<file path="config.mk">
export PLATFORM = sky130hd
export DESIGN_NAME = lightsaber_blade_sequencer
export DESIGN_NICKNAME = d
export VERILOG_FILES = /design/src/rtl/lightsaber_pkg.sv /design/src/rtl/blade_ramp_counter.sv /design/src/rtl/lightsaber_blade_sequencer.sv
export SDC_FILE = /design/constraint.sdc
export NUM_CORES = 1
export LEC_CHECK = 0
export ABC_AREA = 1
export BUFFER_PORTS_ARGS = -buffer_cell sky130_fd_sc_hd__buf_2
export CORE_MARGIN = 2
export CORE_UTILIZATION = 54
export CTS_CLUSTER_SIZE = 8
export DETAILED_ROUTE_END_ITERATION = 10
export PLACE_DENSITY = 0.77
export SLEW_MARGIN = 40
export SYNTH_ARGS = -nofsm -noshare
export SYNTH_HDL_FRONTEND = slang
export SYNTH_SLANG_ARGS = --single-unit
</file>
<file path="constraint.sdc">
create_clock -name clk -period 2.1 [get_ports clk]
set_clock_uncertainty 0.2 [all_clocks]
set_input_delay 0.105 -clock clk [delete_from_list [all_inputs] [get_ports clk]]
set_output_delay 0.105 -clock clk [all_outputs]
set_load 0.1 [all_outputs]
</file>
<file path="src/rtl/lightsaber_pkg.sv">
// Shared constants for the lightsaber blade sequencer: mode codes and FSM state encoding.
package lightsaber_pkg;

  localparam int MODE_OFF    = 0;
  localparam int MODE_SINGLE = 1;
  localparam int MODE_DOUBLE = 2;
  localparam int MODE_HILTED = 3;

  typedef enum logic [1:0] {
    ST_OFF     = 2'd0,
    ST_IGNITE  = 2'd1,
    ST_ON      = 2'd2,
    ST_RETRACT = 2'd3
  } state_t;

endpackage

</file>
<file path="src/rtl/blade_ramp_counter.sv">
// Saturating up/down counter that tracks blade extension between 0 and MAX_COUNT.
module blade_ramp_counter #(
  parameter int MAX_COUNT = 8,
  parameter int CNT_W     = $clog2(MAX_COUNT + 1)
) (
  input  logic             clk,
  input  logic             clr,
  input  logic             inc,
  input  logic             dec,
  output logic [CNT_W-1:0] count,
  output logic             at_max,
  output logic             at_zero
);

  assign at_max  = (count == CNT_W'(MAX_COUNT));
  assign at_zero = (count == '0);

  // Saturation keeps the count inside 0..MAX_COUNT even if inc/dec are held.
  always_ff @(posedge clk) begin
    if (clr) begin
      count <= '0;
    end else if (inc && !at_max) begin
      count <= count + CNT_W'(1);
    end else if (dec && !at_zero) begin
      count <= count - CNT_W'(1);
    end
  end

endmodule

</file>
<file path="src/rtl/lightsaber_blade_sequencer.sv">
// Blade mode sequencer: accepts mode requests, ramps the blade out and back, and
// retracts before re-igniting whenever the blade configuration changes.
module lightsaber_blade_sequencer
  import lightsaber_pkg::*;
#(
  parameter  int MODE_W   = 2,
  parameter  int MAX_MODE = 3,
  parameter  int RAMP_LEN = 8,
  localparam int LEN_W    = $clog2(RAMP_LEN + 1)
) (
  input  logic              clk,
  input  logic              rst,
  input  logic              set_valid,
  input  logic [MODE_W-1:0] set_mode,
  output logic              set_ready,
  output logic [MODE_W-1:0] mode_out,
  output logic [LEN_W-1:0]  blade_len,
  output logic              busy,
  output logic              done,
  output logic              err
);

  localparam logic [MODE_W:0]   MAX_EXT  = (MODE_W + 1)'(MAX_MODE);
  localparam logic [MODE_W-1:0] MODE_Z   = MODE_W'(MODE_OFF);

  state_t            state, state_n;
  logic [MODE_W-1:0] mode_n, pending, pending_n;
  logic              done_n, err_n;
  logic              inc, dec, at_max, at_zero;
  logic              accept, illegal, ign_last, ret_last;

  blade_ramp_counter #(
    .MAX_COUNT (RAMP_LEN),
    .CNT_W     (LEN_W)
  ) u_ramp (
    .clk     (clk),
    .clr     (rst),
    .inc     (inc),
    .dec     (dec),
    .count   (blade_len),
    .at_max  (at_max),
    .at_zero (at_zero)
  );

  assign set_ready = (state == ST_OFF) || (state == ST_ON);
  assign busy      = (state == ST_IGNITE) || (state == ST_RETRACT);
  assign accept    = set_valid && set_ready;
  assign illegal   = ({1'b0, set_mode} > MAX_EXT);
  // The FSM looks one step ahead so the state flips on the same edge the count lands.
  assign ign_last  = (blade_len == LEN_W'(RAMP_LEN - 1));
  assign ret_last  = (blade_len == LEN_W'(1));

  always_comb begin
    state_n   = state;
    mode_n    = mode_out;
    pending_n = pending;
    done_n    = 1'b0;
    err_n     = 1'b0;
    inc       = 1'b0;
    dec       = 1'b0;
    case (state)
      ST_OFF: begin
        if (accept) begin
          if (illegal) begin
            err_n = 1'b1;
          end else if (set_mode != MODE_Z) begin
            state_n = ST_IGNITE;
            mode_n  = set_mode;
          end
        end
      end
      ST_IGNITE: begin
        inc = !at_max;
        if (ign_last) begin
          state_n = ST_ON;
          done_n  = 1'b1;
        end
      end
      ST_ON: begin
        if (accept) begin
          if (illegal) begin
            err_n = 1'b1;
          end else if (set_mode != mode_out) begin
            state_n   = ST_RETRACT;
            pending_n = set_mode;
          end
        end
      end
      ST_RETRACT: begin
        dec = !at_zero;
        if (ret_last) begin
          if (pending == MODE_Z) begin
            state_n = ST_OFF;
            mode_n  = MODE_Z;
            done_n  = 1'b1;
          end else begin
            state_n   = ST_IGNITE;
            mode_n    = pending;
            pending_n = MODE_Z;
          end
        end
      end
      default: state_n = ST_OFF;
    endcase
  end

  always_ff @(posedge clk) begin
    if (rst) begin
      state    <= ST_OFF;
      mode_out <= '0;
      pending  <= '0;
      done     <= 1'b0;
      err      <= 1'b0;
    end else begin
      state    <= state_n;
      mode_out <= mode_n;
      pending  <= pending_n;
      done     <= done_n;
      err      <= err_n;
    end
  end

endmodule

</file>
### Word-level counts from Yosys, hierarchy flattened

Cells that the tools add are included.

* register bits after elaboration: 11
* input port bits: 5
* word-level logic and storage cells: 64

* add/subtract/negate cells: 2
* equality and inequality tests: 14
* mux-type cells: 26
* reductions and logical operators: 17

Operator list (count)
* $mux 2: 14
* $ne 2x2->1 const B: 5
* $mux 4: 2
* $pmux 2 s2: 2
* $pmux 2 s4: 1
* $reduce_bool 2->1: 4
* $mux 1: 6
* $reduce_and 6->1: 1
* $reduce_and 5->1: 1
* $add 4x1->4 const B: 1
* $eq 2x2->1 const B: 2
* $eq 4x1->1 const B: 1
* $eq 4x3->1 const B: 1
* $eq 4x4->1 const B: 1
* $logic_not 2->1: 2
* $logic_not 4->1: 1
* $ne 2x1->1 const B: 2
* $reduce_and 4->1: 1
* $sub 4x1->4 const B: 1
* $logic_and 1x1->1: 3
* $eq 2x1->1 const B: 1
* $logic_not 1->1: 2
* $logic_or 1x1->1: 2
* $ne 2x2->1: 1
* $pmux 1 s2: 1

### Logic depth before layout (Yosys ltp)

* depth in word-level cells: 6
* gate-level depth with buffers: 10
* gate-level depth less buffers: 10

### Hierarchy

Synthesis repeated with hierarchy kept, for this count alone.

* cells, all modules: 139
* area, all modules: 895.9 sq um

By module, submodules not included
* lightsaber_blade_sequencer: times used 1, cells each 97, area each 588.1 sq um, seq. area each 140.1 sq um
* blade_ramp_counter: times used 1, cells each 42, area each 307.8 sq um, seq. area each 80.1 sq um

### Worst setup path after synthesis

No wires, ideal clock.

* path kind: register to register
* from: reg u_ramp.count[0]
* to: reg u_ramp.count[3]
* arrival time: 1958 ps
* required time: 1786 ps
* path slack: -172 ps
* stages on the path, launching flop included: 9
* clock period less this slack: 2272 ps
* path through: dfxtp_1 inv_1 ha_1 nand3_2 nand2_2 nand2_1 nand3_1 nor2_1 nor2_1

* cells in the longest elaborated chain, start to end: 5

RTL lines
* from (decl): line blade_ramp_counter.sv:10 `output logic [CNT_W-1:0] count,`
* from (signal assigned): line blade_ramp_counter.sv:23 `count <= count + CNT_W'(1);`
* from (signal assigned): line blade_ramp_counter.sv:25 `count <= count - CNT_W'(1);`
* parallel branches: the longest is 5 deep, another holds $sub 4x1->4

Several ways; the timed one is not identified. The select of a mux whose other input is x is not followed.
A chain may end at the register's enable or synchronous reset.

### Worst setup path in the final report

* from: reg state[0]
* to: out set_ready

* cells in the longest elaborated chain, start to end: 2

RTL lines
* from (decl): line lightsaber_blade_sequencer.sv:26 `state_t state, state_n;`
* from (signal assigned): line lightsaber_blade_sequencer.sv:115 `state <= state_n;`
* $eq 2x2->1 or $logic_not 2->1 (tied branches): line lightsaber_blade_sequencer.sv:45 `assign set_ready = (state == ST_OFF) || (state == ST_ON);`
* $logic_or 1x1->1 *: line lightsaber_blade_sequencer.sv:45
* to (decl): line lightsaber_blade_sequencer.sv:15 `output logic set_ready,`

Mark *: on every way between the ends. The rest lies on a longest branch, timed or not.

==> out/metrics.csv <==
metric;value;unit
setup_tns;0;ns
io_buffers;13;
start_kind;register;
avgRoutedWirePerCell;10.5;µm
die_area;1970;µm²
postRouteAntennaNets;0;
drt_iter0_drc;14;
syn_to_final_growth;11.6;%
io_pins;15;
setup_viol;0;
clock.fmax;508;MHz
grt_start_max_net_pins;12;
hold_viol_final;0;
clk_pin_slew;0.08;ns
num_vias;848;
grt_first_pass_wirelength;3030;µm
synth_xor_area_share;0.994;%
rsz0062_at_grt;false;
overflow;0;
gp_congestion;0.897;
drc_errors;0;
rows;14;
yosys.cell_types.count;24;
required;1.79;ns
synth_seq_cells;11;
wl;1760;µm
fin_crit;1.97;ns
maxSlewViolCount;0;
ys_seq_area_share;25.0;%
clockBufferDepth;2;
cts_root_buffer;clkbuf_4;
synth_cells;137;
antenna_found_initial;0;
critical_path_class;register to output pin;
busiest_layer;met2;
synth_compound_area_share;7.67;%
netlist_area;881;µm²
core-area;1520;µm²
via_per_inst;5.05;
reg2reg_slack;0.30;ns
drive_gt1_share;20.4;%
cp_data_arrival_time;1.66;ns
cts_made_buffers;3;
syn_avg_cell_area;6.43;µm²
synth_top_family_by_area;simple AND/OR/NAND/NOR gates;
finalCritPeriodShare;93.7;%
syn-num-nets;150;
num_antenna_cells;0;
crit_path_end_kind;output pin;
yosysWarnings;0;
dp_hpwl;1390;µm
multiInputGateArea;564;µm²
initial_core_util;57.8;%
grt_use_met1;27.6;%
run_status;finished clean;
die_w;44.4;µm
grt_pass1_vias;723;
synth_mux_area_share;0;%
clock_latency;0.28;ns
nFillCells;143;
grt_usage;21.3;%
synthAdderAreaFrac;11.4;%
dieHeight;44.4;µm
cts_sinks;11;
max_cap_violations;0;
htreeDepth;1;
register_area;223;µm²
hold_path_class;input port to register;
cp_max_fo;5;
fin_nets;166;
grt_use_met2;32.9;%
synth_simple_gate_area_share;43.3;%
cts_tree;done;
dr.pass1.iters;4;
grt_use_met3;7.35;%
==> layer usage <==
| metal | share of wire (%) | vias up |
|---|---|---|
| met5 | 0 | - |
| met4 | 1.5 | 0 |
| met3 | 5.2 | 4 |
| met2 | 43 | 18 |
| met1 | 50 | 368 |
| li1 | - | 458 |
==> kinds of logic after synthesis <==
family	count (synthesis)
xor+xnor	1
other cells	1
fa+ha+maj	8
buf+inv	23
compound gates	13
simple gates	80
flops	11
==> worst max-delay path, stage by stage (launching register included) <==
cell     delay, ns
dfxtp_1       0.41
inv_1         0.11
ha_1          0.26
or2_2         0.30
buf_2         0.29
==> synth_stat cells (all sizes together) <==
| master | instances | area (µm²) |
|---|---|---|
| a21oi | 6 | 30.0 |
| buf | 3 | 23.8 |
| clkinv | 1 | 3.75 |
| conb | 1 | 3.75 |
| dfxtp | 11 | 220 |
| ha | 8 | 100 |
| inv | 19 | 71.3 |
| nand2 | 35 | 154 |
| nand3 | 15 | 80.1 |
| nand4 | 2 | 12.5 |
| nor2 | 25 | 116 |
| o211ai | 1 | 7.51 |
| o21ai | 6 | 30.0 |
| or2 | 3 | 18.8 |
| xnor2 | 1 | 8.76 |
==> cells in the final DEF, fill, tap and decap left out <==
cell type	n
a21oi_1	6
buf_2	13
clkbuf_1	1
clkbuf_4	3
clkinv_1	1
conb_1	1
dfxtp_1	9
dfxtp_2	2
dlygate4sd3_1	1
ha_1	7
ha_2	1
inv_1	18
inv_2	1
nand2_1	30
nand2_2	3
nand2_4	2
nand3_1	14
nand3_2	1
nand4_1	2
nor2_1	22
nor2_4	3
o211ai_1	1
o21ai_0	5
o21ai_1	1
or2_0	1
or2_2	2
xnor2_1	1
==> repair_timing <==
item | in CTS | in global routing
setup buffers | 0 | 0
resized for setup | 0 | 1
hold buffers | 1 | 0
setup endpoints to repair | 0 | 1
endpoints found under the hold margin | 2 | 0
==> registers in the layout (all words and copies together), names as in the netlist <==
name and count:
u_ramp.count 4, mode_out 2, pending 2, state 2
done 1
==> area by class of cell <==
class | count | area share [%]
Multi-Input combinational cell | 103 | 57.4
Sequential cell | 11 | 22.6
Timing Repair Buffer | 14 | 7.63
Inverter | 20 | 7.63
Clock buffer | 4 | 2.67
Tap cell | 16 | 2.04
==> through the flow <==
stage               cell area [µm²]  utilization [%]  hold WS [ns]  worst slack (ns)  cells
finish                          983             64.5         0.114             0.131    168
global route                    983             64.5         0.175            0.0615    168
CTS                             981             64.4         0.115            0.0692    168
detailed placement              945             62.0         0.105             0.327    163
global placement                945             62.0         0.100             0.390    163
floorplan                       883                -       -0.0259            0.0685    137
==> path summary, 6_finish.rpt <==
kind                             startpoint          end  cells past startpoint
worst max-delay path               state[0]    set_ready                      4
worst min-delay path            set_mode[0]  mode_out[0]                      7
worst max register to register     state[0]   pending[0]                      8
worst min register to register   pending[0]   pending[0]                      2
Power is left out: the tool's default activity adds up to more than one toggle a clock period on the data nets, which glitch-free logic cannot reach.
